`src/rtl/key_encoder10to4_pkg.sv`:
```
// Shared definitions for the keypad encoder: widths, state encoding and the
// lowest-index-wins priority encoder.
package key_pkg;
  localparam int KEY_NUM = 10;
  localparam int CODE_W  = 4;

  localparam logic [1:0] ST_IDLE       = 2'd0;
  localparam logic [1:0] ST_PRESS_DB   = 2'd1;
  localparam logic [1:0] ST_HELD       = 2'd2;
  localparam logic [1:0] ST_RELEASE_DB = 2'd3;

  typedef enum logic [1:0] {
    KS_IDLE       = ST_IDLE,
    KS_PRESS_DB   = ST_PRESS_DB,
    KS_HELD       = ST_HELD,
    KS_RELEASE_DB = ST_RELEASE_DB
  } key_state_e;

  // Scanning from the top down leaves the lowest asserted index as the result.
  function automatic logic [CODE_W-1:0] enc(input logic [KEY_NUM-1:0] p);
    logic [CODE_W-1:0] c;
    c = '0;
    for (int i = KEY_NUM - 1; i >= 0; i--) begin
      if (p[i]) c = CODE_W'(i);
    end
    return c;
  endfunction

  function automatic logic multi_hot(input logic [KEY_NUM-1:0] p);
    return (p & (p - KEY_NUM'(1))) != '0;
  endfunction
endpackage

```
`src/rtl/key_encoder10to4_sync2.sv`:
```
// Two-flop synchronizer of configurable width with synchronous active-high
// clear; usable for any asynchronous front-panel input.
module key_sync2 #(
  parameter int W = 1
) (
  input  logic         i_clk,
  input  logic         i_clr,
  input  logic [W-1:0] i_d,
  output logic [W-1:0] o_q
);
  logic [W-1:0] s1_q, s1_d;
  logic [W-1:0] s2_q, s2_d;

  always_comb begin
    s1_d = i_d;
    s2_d = s1_q;
  end

  always_ff @(posedge i_clk) begin
    if (i_clr) begin
      s1_q <= '0;
      s2_q <= '0;
    end else begin
      s1_q <= s1_d;
      s2_q <= s2_d;
    end
  end

  assign o_q = s2_q;
endmodule

```
`src/rtl/key_encoder10to4.sv`:
```
// Debounced 10-key to BCD encoder with one-cycle strobe per accepted press.
// Optional auto-repeat while held is enabled by defining KEY_REPEAT_EN.
module key_encoder10to4
  import key_pkg::*;
#(
  parameter int DEBOUNCE_CYCLES = 20,
  parameter int CNT_W           = 16,
  parameter int REPEAT_CYCLES   = 1000
) (
  input  logic               i_clk,
  input  logic               i_rst,
  input  logic [KEY_NUM-1:0] i_keys,
  output logic [CODE_W-1:0]  o_code,
  output logic               o_valid,
  output logic               o_pressed,
  output logic               o_multi,
  output logic [1:0]         o_dbg_state
);
  localparam logic [CNT_W-1:0] CNT_MAX = CNT_W'(DEBOUNCE_CYCLES - 1);

  logic [KEY_NUM-1:0] s_keys;
  key_state_e         state_q, state_d;
  logic [CNT_W-1:0]   cnt_q, cnt_d;
  logic [KEY_NUM-1:0] pat_q, pat_d;
  logic               valid_q, valid_d;
  logic [CODE_W-1:0]  code_q, code_d;
  logic               multi_q, multi_d;
  logic               pressed_q, pressed_d;

`ifdef KEY_REPEAT_EN
  localparam int RPT_W = (REPEAT_CYCLES > 1) ? $clog2(REPEAT_CYCLES) : 1;
  localparam logic [RPT_W-1:0] RPT_MAX = RPT_W'(REPEAT_CYCLES - 1);
  logic [RPT_W-1:0] rpt_q, rpt_d;
`else
  logic rpt_unused;
  assign rpt_unused = (REPEAT_CYCLES > 0);
`endif

  key_sync2 #(.W(KEY_NUM)) u_sync (
    .i_clk (i_clk),
    .i_clr (i_rst),
    .i_d   (i_keys),
    .o_q   (s_keys)
  );

  // o_valid is a single-cycle strobe with no back-pressure: o_code/o_multi
  // are meaningful in that cycle and hold their value until the next strobe.
  always_comb begin
    state_d = state_q;
    cnt_d   = cnt_q;
    pat_d   = pat_q;
    valid_d = 1'b0;
    code_d  = code_q;
    multi_d = multi_q;
`ifdef KEY_REPEAT_EN
    rpt_d   = rpt_q;
`endif
    case (state_q)
      KS_IDLE: begin
        if (s_keys != '0) begin
          pat_d   = s_keys;
          cnt_d   = '0;
          state_d = KS_PRESS_DB;
        end
      end
      KS_PRESS_DB: begin
        if (s_keys != pat_q) begin
          cnt_d   = '0;
          state_d = KS_IDLE;
        end else if (cnt_q == CNT_MAX) begin
          state_d = KS_HELD;
          valid_d = 1'b1;
          code_d  = enc(pat_q);
          multi_d = multi_hot(pat_q);
`ifdef KEY_REPEAT_EN
          rpt_d   = '0;
`endif
        end else begin
          cnt_d = cnt_q + CNT_W'(1);
        end
      end
      KS_HELD: begin
        if (s_keys == '0) begin
          cnt_d   = '0;
          state_d = KS_RELEASE_DB;
        end
`ifdef KEY_REPEAT_EN
        else if (rpt_q == RPT_MAX) begin
          valid_d = 1'b1;
          rpt_d   = '0;
        end else begin
          rpt_d = rpt_q + RPT_W'(1);
        end
`endif
      end
      KS_RELEASE_DB: begin
        if (s_keys != '0) begin
          state_d = KS_HELD;
`ifdef KEY_REPEAT_EN
          rpt_d   = '0;
`endif
        end else if (cnt_q == CNT_MAX) begin
          state_d = KS_IDLE;
        end else begin
          cnt_d = cnt_q + CNT_W'(1);
        end
      end
      default: state_d = KS_IDLE;
    endcase
    pressed_d = (state_d == KS_HELD) || (state_d == KS_RELEASE_DB);
  end

  always_ff @(posedge i_clk) begin
    if (i_rst) begin
      state_q   <= KS_IDLE;
      cnt_q     <= '0;
      pat_q     <= '0;
      valid_q   <= 1'b0;
      code_q    <= '0;
      multi_q   <= 1'b0;
      pressed_q <= 1'b0;
`ifdef KEY_REPEAT_EN
      rpt_q     <= '0;
`endif
    end else begin
      state_q   <= state_d;
      cnt_q     <= cnt_d;
      pat_q     <= pat_d;
      valid_q   <= valid_d;
      code_q    <= code_d;
      multi_q   <= multi_d;
      pressed_q <= pressed_d;
`ifdef KEY_REPEAT_EN
      rpt_q     <= rpt_d;
`endif
    end
  end

  assign o_code      = code_q;
  assign o_valid     = valid_q;
  assign o_pressed   = pressed_q;
  assign o_multi     = multi_q;
  assign o_dbg_state = state_q;
endmodule

```
`config.mk`:
```
export PLATFORM = sky130hd
export DESIGN_NAME = key_encoder10to4
export DESIGN_NICKNAME = d
export VERILOG_FILES = /design/src/rtl/key_encoder10to4_pkg.sv /design/src/rtl/key_encoder10to4_sync2.sv /design/src/rtl/key_encoder10to4.sv
export SDC_FILE = /design/constraint.sdc
export NUM_CORES = 1
export LEC_CHECK = 0
export ABC_CLOCK_PERIOD_IN_PS = 3500
export CAP_MARGIN = 20
export CORE_MARGIN = 5
export CORE_UTILIZATION = 45
export DETAILED_ROUTE_END_ITERATION = 8
export HOLD_SLACK_MARGIN = 0.08
export SLEW_MARGIN = 20
export SYNTH_ARGS = -nofsm -noshare
export SYNTH_HDL_FRONTEND = slang
export SYNTH_HIERARCHICAL = 1
export SYNTH_SLANG_ARGS = --single-unit
```
`constraint.sdc`:
```
create_clock -name i_clk -period 3.5 [get_ports i_clk]
set_input_delay 0.7 -clock i_clk [delete_from_list [all_inputs] [get_ports i_clk]]
set_output_delay 0.7 -clock i_clk [all_outputs]
set_load 0.01 [all_outputs]
```
# Word level (Yosys, flattened, before mapping)
# Index checks and enable logic that the tools add are counted.
# classes
n_addsub,2
muxes,24
bitwise_logic,3
reduce_logical,9
eq_ne,10
# ops
cell,count
2-to-1 mux 16 bit,5
one-hot mux 16 bit (4 select lines),1
2-to-1 mux 4 bit,10
nonzero test 10 bit,2
"adder 16 x 1 -> 16 bit, second input constant",1
"equality test 16 x 5 -> 1 bit, second input constant",1
2-to-1 mux 2 bit,6
AND 10 bit,1
zero test 10 bit,1
!= test 10 bit,1
"subtractor 10 x 1 -> 10 bit, second input constant",1
"equality test 2 bit, second input constant",4
one-hot mux 2 bit (4 select lines),1
"!= test 2 bit, second input constant",3
AND reduction 3 bit,2
OR reduction 3 bit,1
"equality test 2 x 1 -> 1 bit, second input constant",1
zero test 2 bit,1
inverter 1 bit,2
AND reduction 2 bit,1
logical OR 1 bit,1
2-to-1 mux 1 bit,1
# totals
input_bits,12
register_bits,55
output_inout_bits,9

# Logic depth before layout (Yosys ltp)
# logic_depth
ltp_word,10
mapped_depth,8
ltp_nobuf,6

# Hierarchy
# The synthesis kept the hierarchy.
# by_module_without_submodules
module,cells_each,instances,area_per_inst_um2,seq_area_each_um2
key_encoder10to4,222,1,1844.3,700.7
key_sync2,42,1,618.1,400.4

# Worst setup path after synthesis
# OpenSTA, ideal clock, no wires.
# synth_path
path_kind,flip-flop to flip-flop
startpoint,register cnt_q[0]
endpoint,register code_q[3] (netlist: o_code[3])
period_less_slack_ns,2.104
n_path_buf,1
t_arrival_ns,2.034
stages_incl_launch_ff,8
path_slack_ns,1.396
required_ns,3.430
path_cell_list,dfxtp_1 > ha_1 > nor4b_2 > nand4_1 > or3_1 > buf_2 > or4_1 > a21oi_1
# synth_via
elab_chain_cells,2
# synth_rtl
item,line_no,source
from (decl),key_encoder10to4.sv:23,"logic [CNT_W-1:0] cnt_q, cnt_d;"
from (signal assigned),key_encoder10to4.sv:127,cnt_q <= cnt_d;
equality test 16 x 5 -> 1 bit,key_encoder10to4.sv:70,end else if (cnt_q == CNT_MAX) begin
AND reduction 3 bit (no source line),n/a,
to (signal assigned),key_encoder10to4.sv:130,code_q <= code_d;
to (decl),key_encoder10to4.sv:26,"logic [CODE_W-1:0] code_q, code_d;"
# Every way passes these cells.
# A chain may end at the register's enable or synchronous reset.

# Worst setup path after layout
# layout_path
startpoint,register u_sync.s2_q[3] (netlist: u_sync/o_q[3])
endpoint,register cnt_q[14]
# layout_via
elab_chain_cells,3
# layout_rtl
item,line_no,source
from (decl),key_encoder10to4_sync2.sv:12,"logic [W-1:0] s2_q, s2_d;"
from (signal assigned),key_encoder10to4_sync2.sv:22,s2_q <= '0;
from (signal assigned),key_encoder10to4_sync2.sv:25,s2_q <= s2_d;
"!= test 10 bit, or another cell as far along",key_encoder10to4.sv:67,if (s_keys != pat_q) begin
2-to-1 mux 16 bit / != test 2 bit (equally long branches),n/a,
one-hot mux 16 bit (4 select lines) / AND reduction 3 bit (equally long branches),n/a,
# Several ways; a longest one is shown, not always the timed one.

==> metrics.md <==
| Metric | Value |
|---|---|
| Layout Skew | `4.75 ps` |
| Crit start category | `flip-flop` |
| Post-Synthesis Cells | `264` |
| CTS max path bufs | `2` |
| Critical-path maximum fanout | `16` |
| Yosys top cell area share | `0.447` |
| Sequential standard cell area | `1100 um2` |
| Synth-to-layout area growth | `13.5%` |
| Area leader, netlist | `dfxtp_1` |
| Worst Setup SP | `u_sync/o_q[3]$_SDFF_PP0_` |
| Most used DFF post-synth | `dfxtp_1` |
| Final wirelength | `4.55 mm` |
| Max Cap Viol | `0` |
| Final Cell Area | `2800 um2` |
| Fin crit period | `2450 ps` |
| Initial DRC Count | `99` |
| # DRC | `0` |
| Final hold violation count | `0` |
| Mapped Area | `2460 um2` |
| Post-route ant nets | `0` |
| GRT Residual Overflow | `0` |
| Core Box Area | `5410 um2` |
| Final setup margin | `1050 ps` |
| Synth cell count leaders | `55 x dfxtp_1, 29 x nor2_1, 23 x a21oi_1` |
| Post-CTS Resized | `0` |
| N_diodes | `0` |
| Ys async rst share | `0` |
| Gr usage total | `0.140` |
| Hold Path Origin | `u_sync/s1_q[9]$_SDFF_PP0_` |
| Worst skew pair latency | `310 ps` |
| Non-Filler Instances | `352` |
| Top Ports | `21` |
| Most area-consuming cells after synthesis | `dfxtp_1 45%, nor2b_2 5.7%, xor2_1 5.0%, a21oi_1 4.7%, nor2_1 4.4%` |
| Worst Hold Class | `reg2reg` |
| Pwr Density | `421 nW/um2` |
| Number of library cell types mapped by synthesis | `45` |
| Final worst path period share | `0.699` |
| Worst-Margin Slew | `1100 ps` |
| Fmax achieved | `0.409 GHz` |
| Seq/Total Area, Yosys | `0.447` |
| Max-slew violations | `0` |
| Setup_tns | `0 ps` |
| Largest net degree at the start of global routing | `27` |
| Post-CTS setup buffers | `0` |
| Outcome | `finished, final reports clean` |
| Placer Congestion | `0.797` |
| Die width | `84.0 um` |
| Area of the multi-input gates | `1280 um2` |
| RSZ-0062 raised after global routing | `no` |
| Placed cell count | `344` |
| Number of synthesized flops with an enable pin | `0` |
| Starting Density | `0.456` |
| Syn. warnings | `6` |
| Leakage | `0.00101 uW` |
| Row cnt | `27` |
| Layout fillers | `542` |
| Final nets | `292` |
| Count leader, synth | `dfxtp_1` |
| R2r setup slk | `1050 ps` |
| Vias in the first global route | `1766` |
| Overall power | `1180 uW` |
| H-tree Lvls | `2` |
| Root Driver | `clkbuf_8` |
| Dpl hpwl | `3.31 mm` |
| R2R Path End | `cnt_q[14]$_SDFFE_PP0P_` |
| Worst reg2reg path depth | `5` |
| Fraction of layout cells with a size suffix above 1 | `0.132` |
| First-pass GRT wire length | `8.18 mm` |
| Worst rel slew slack | `0.270` |
| CP arrival | `2690 ps` |
| Syn_nets | `277` |
| TritonCTS clock tree | `done` |
| Die Ht | `84.0 um` |
| Worst vdd ir | `0.255 mV` |
| Routed via count | `1873` |
| Final Setup Violations | `0` |
| Port Buffer Count | `20` |
| DR vias/cell | `5.32` |
| Initial antenna violation count | `0` |
| Worst Setup EP | `cnt_q[14]$_SDFFE_PP0P_` |
| Syn avg cell area | `9.33 um2` |
| Pre-antenna DRT Iters | `4` |
| Drt wl/cell | `12.9 um` |
| Clk sinks | `55` |
| Worst Path Required | `3740 ps` |
| Dpl cell area | `2690 um2` |
| Die area | `7050 um2` |
| Setup WS pre-CTS | `1030 ps` |
| Crit Path Class | `reg2reg` |
| FF-to-FF Start | `u_sync/o_q[3]$_SDFF_PP0_` |
| Post-CTS Hold Fix Bufs | `0` |
| Num CTS Buffers | `5` |
| CTS clk-pin slew, worst paths | `100 ps` |
| #FFs+latches synth | `55` |
| CP Capture Type | `flip-flop` |
==> placed cells by master, fill, tap and decap left out, drive strengths merged, types with 7 or more instances in the layout <==
| cell | instances |
|---|---|
| o21ai | 15 |
| nor2 | 29 |
| xor2 | 14 |
| a21oi | 23 |
| clkdlybuf4s50 | 19 |
| nand2 | 9 |
| dfxtp | 55 |
| inv | 7 |
| mux2i | 8 |
| nand4 | 12 |
| nand3 | 8 |
| nor2b | 21 |
| or3 | 9 |
==> final cells by class <==
class                           count  area share
Multi-Input combinational cell    191       0.458
Sequential cell                    55       0.394
Inverter                            5     0.00671
Clock inverter                      3      0.0121
Tap cell                           72      0.0322
Timing Repair Buffer               21      0.0725
Clock buffer                        5      0.0246
==> state kept, by name (all words and copies together), names as in the netlist <==
signal	count
cnt_q	16
o_code	4
o_dbg_state	2
o_multi	1
o_pressed	1
o_valid	1
pat_q	10
u_sync/o_q	10
u_sync/s1_q	10
==> power by group <==
group	internal, uW	switching [uW]
clock	152	222
combinational	62.0	74.0
sequential	645	21.3
total	859	317
==> worst max-delay path: stages, from the launching register on <==
cell      delay (ps)
dfxtp_1          350
nor4_1           650
a311oi_2         460
a211oi_1         470
o31ai_4          270
a21oi_1          180
==> through the flow <==
| step | hold WS (ps) | utilization |
|---|---|---|
| 3_5_place_dp | 425 | 0.498 |
| 4_1_cts | 450 | 0.517 |
| 5_1_grt | 466 | 0.517 |
| 2_1_floorplan | 415 | - |
| 6_report | 442 | 0.517 |
| 3_3_place_gp | 420 | 0.497 |
==> cell families after synthesis <==
group                      count (synthesis)  share of synthesized area
adders and majority gates                  2                    0.00915
buffers and inverters                     18                     0.0391
muxes                                      8                     0.0325
and+or+nand+nor                          110                      0.280
AOI/OAI and AO/OA                         55                      0.135
DFF                                       55                      0.447
xor gates and xnor gates                  16                     0.0569
==> worst min path at each step <==
stage	to	slack (ps)	depth (start not counted)
6_report	u_sync/o_q[9]$_SDFF_PP0_	440	1
5_1_grt	u_sync/o_q[7]$_SDFF_PP0_	470	1
4_1_cts	u_sync/o_q[9]$_SDFF_PP0_	450	1
3_3_place_gp	u_sync/o_q[9]$_SDFF_PP0_	420	1
2_1_floorplan	u_sync/o_q[0]$_SDFF_PP0_	410	1
3_5_place_dp	u_sync/o_q[9]$_SDFF_PP0_	420	1
==> per-layer routing <==
layer	part of all wire	GRT usage	up-vias
li1	-	-	971
met1	0.53	0.198	868
met2	0.42	0.213	28
met3	0.036	0.0306	6
met4	0.013	0.0395	0
met5	0	0	-
(Power assumes the default switching activity.)
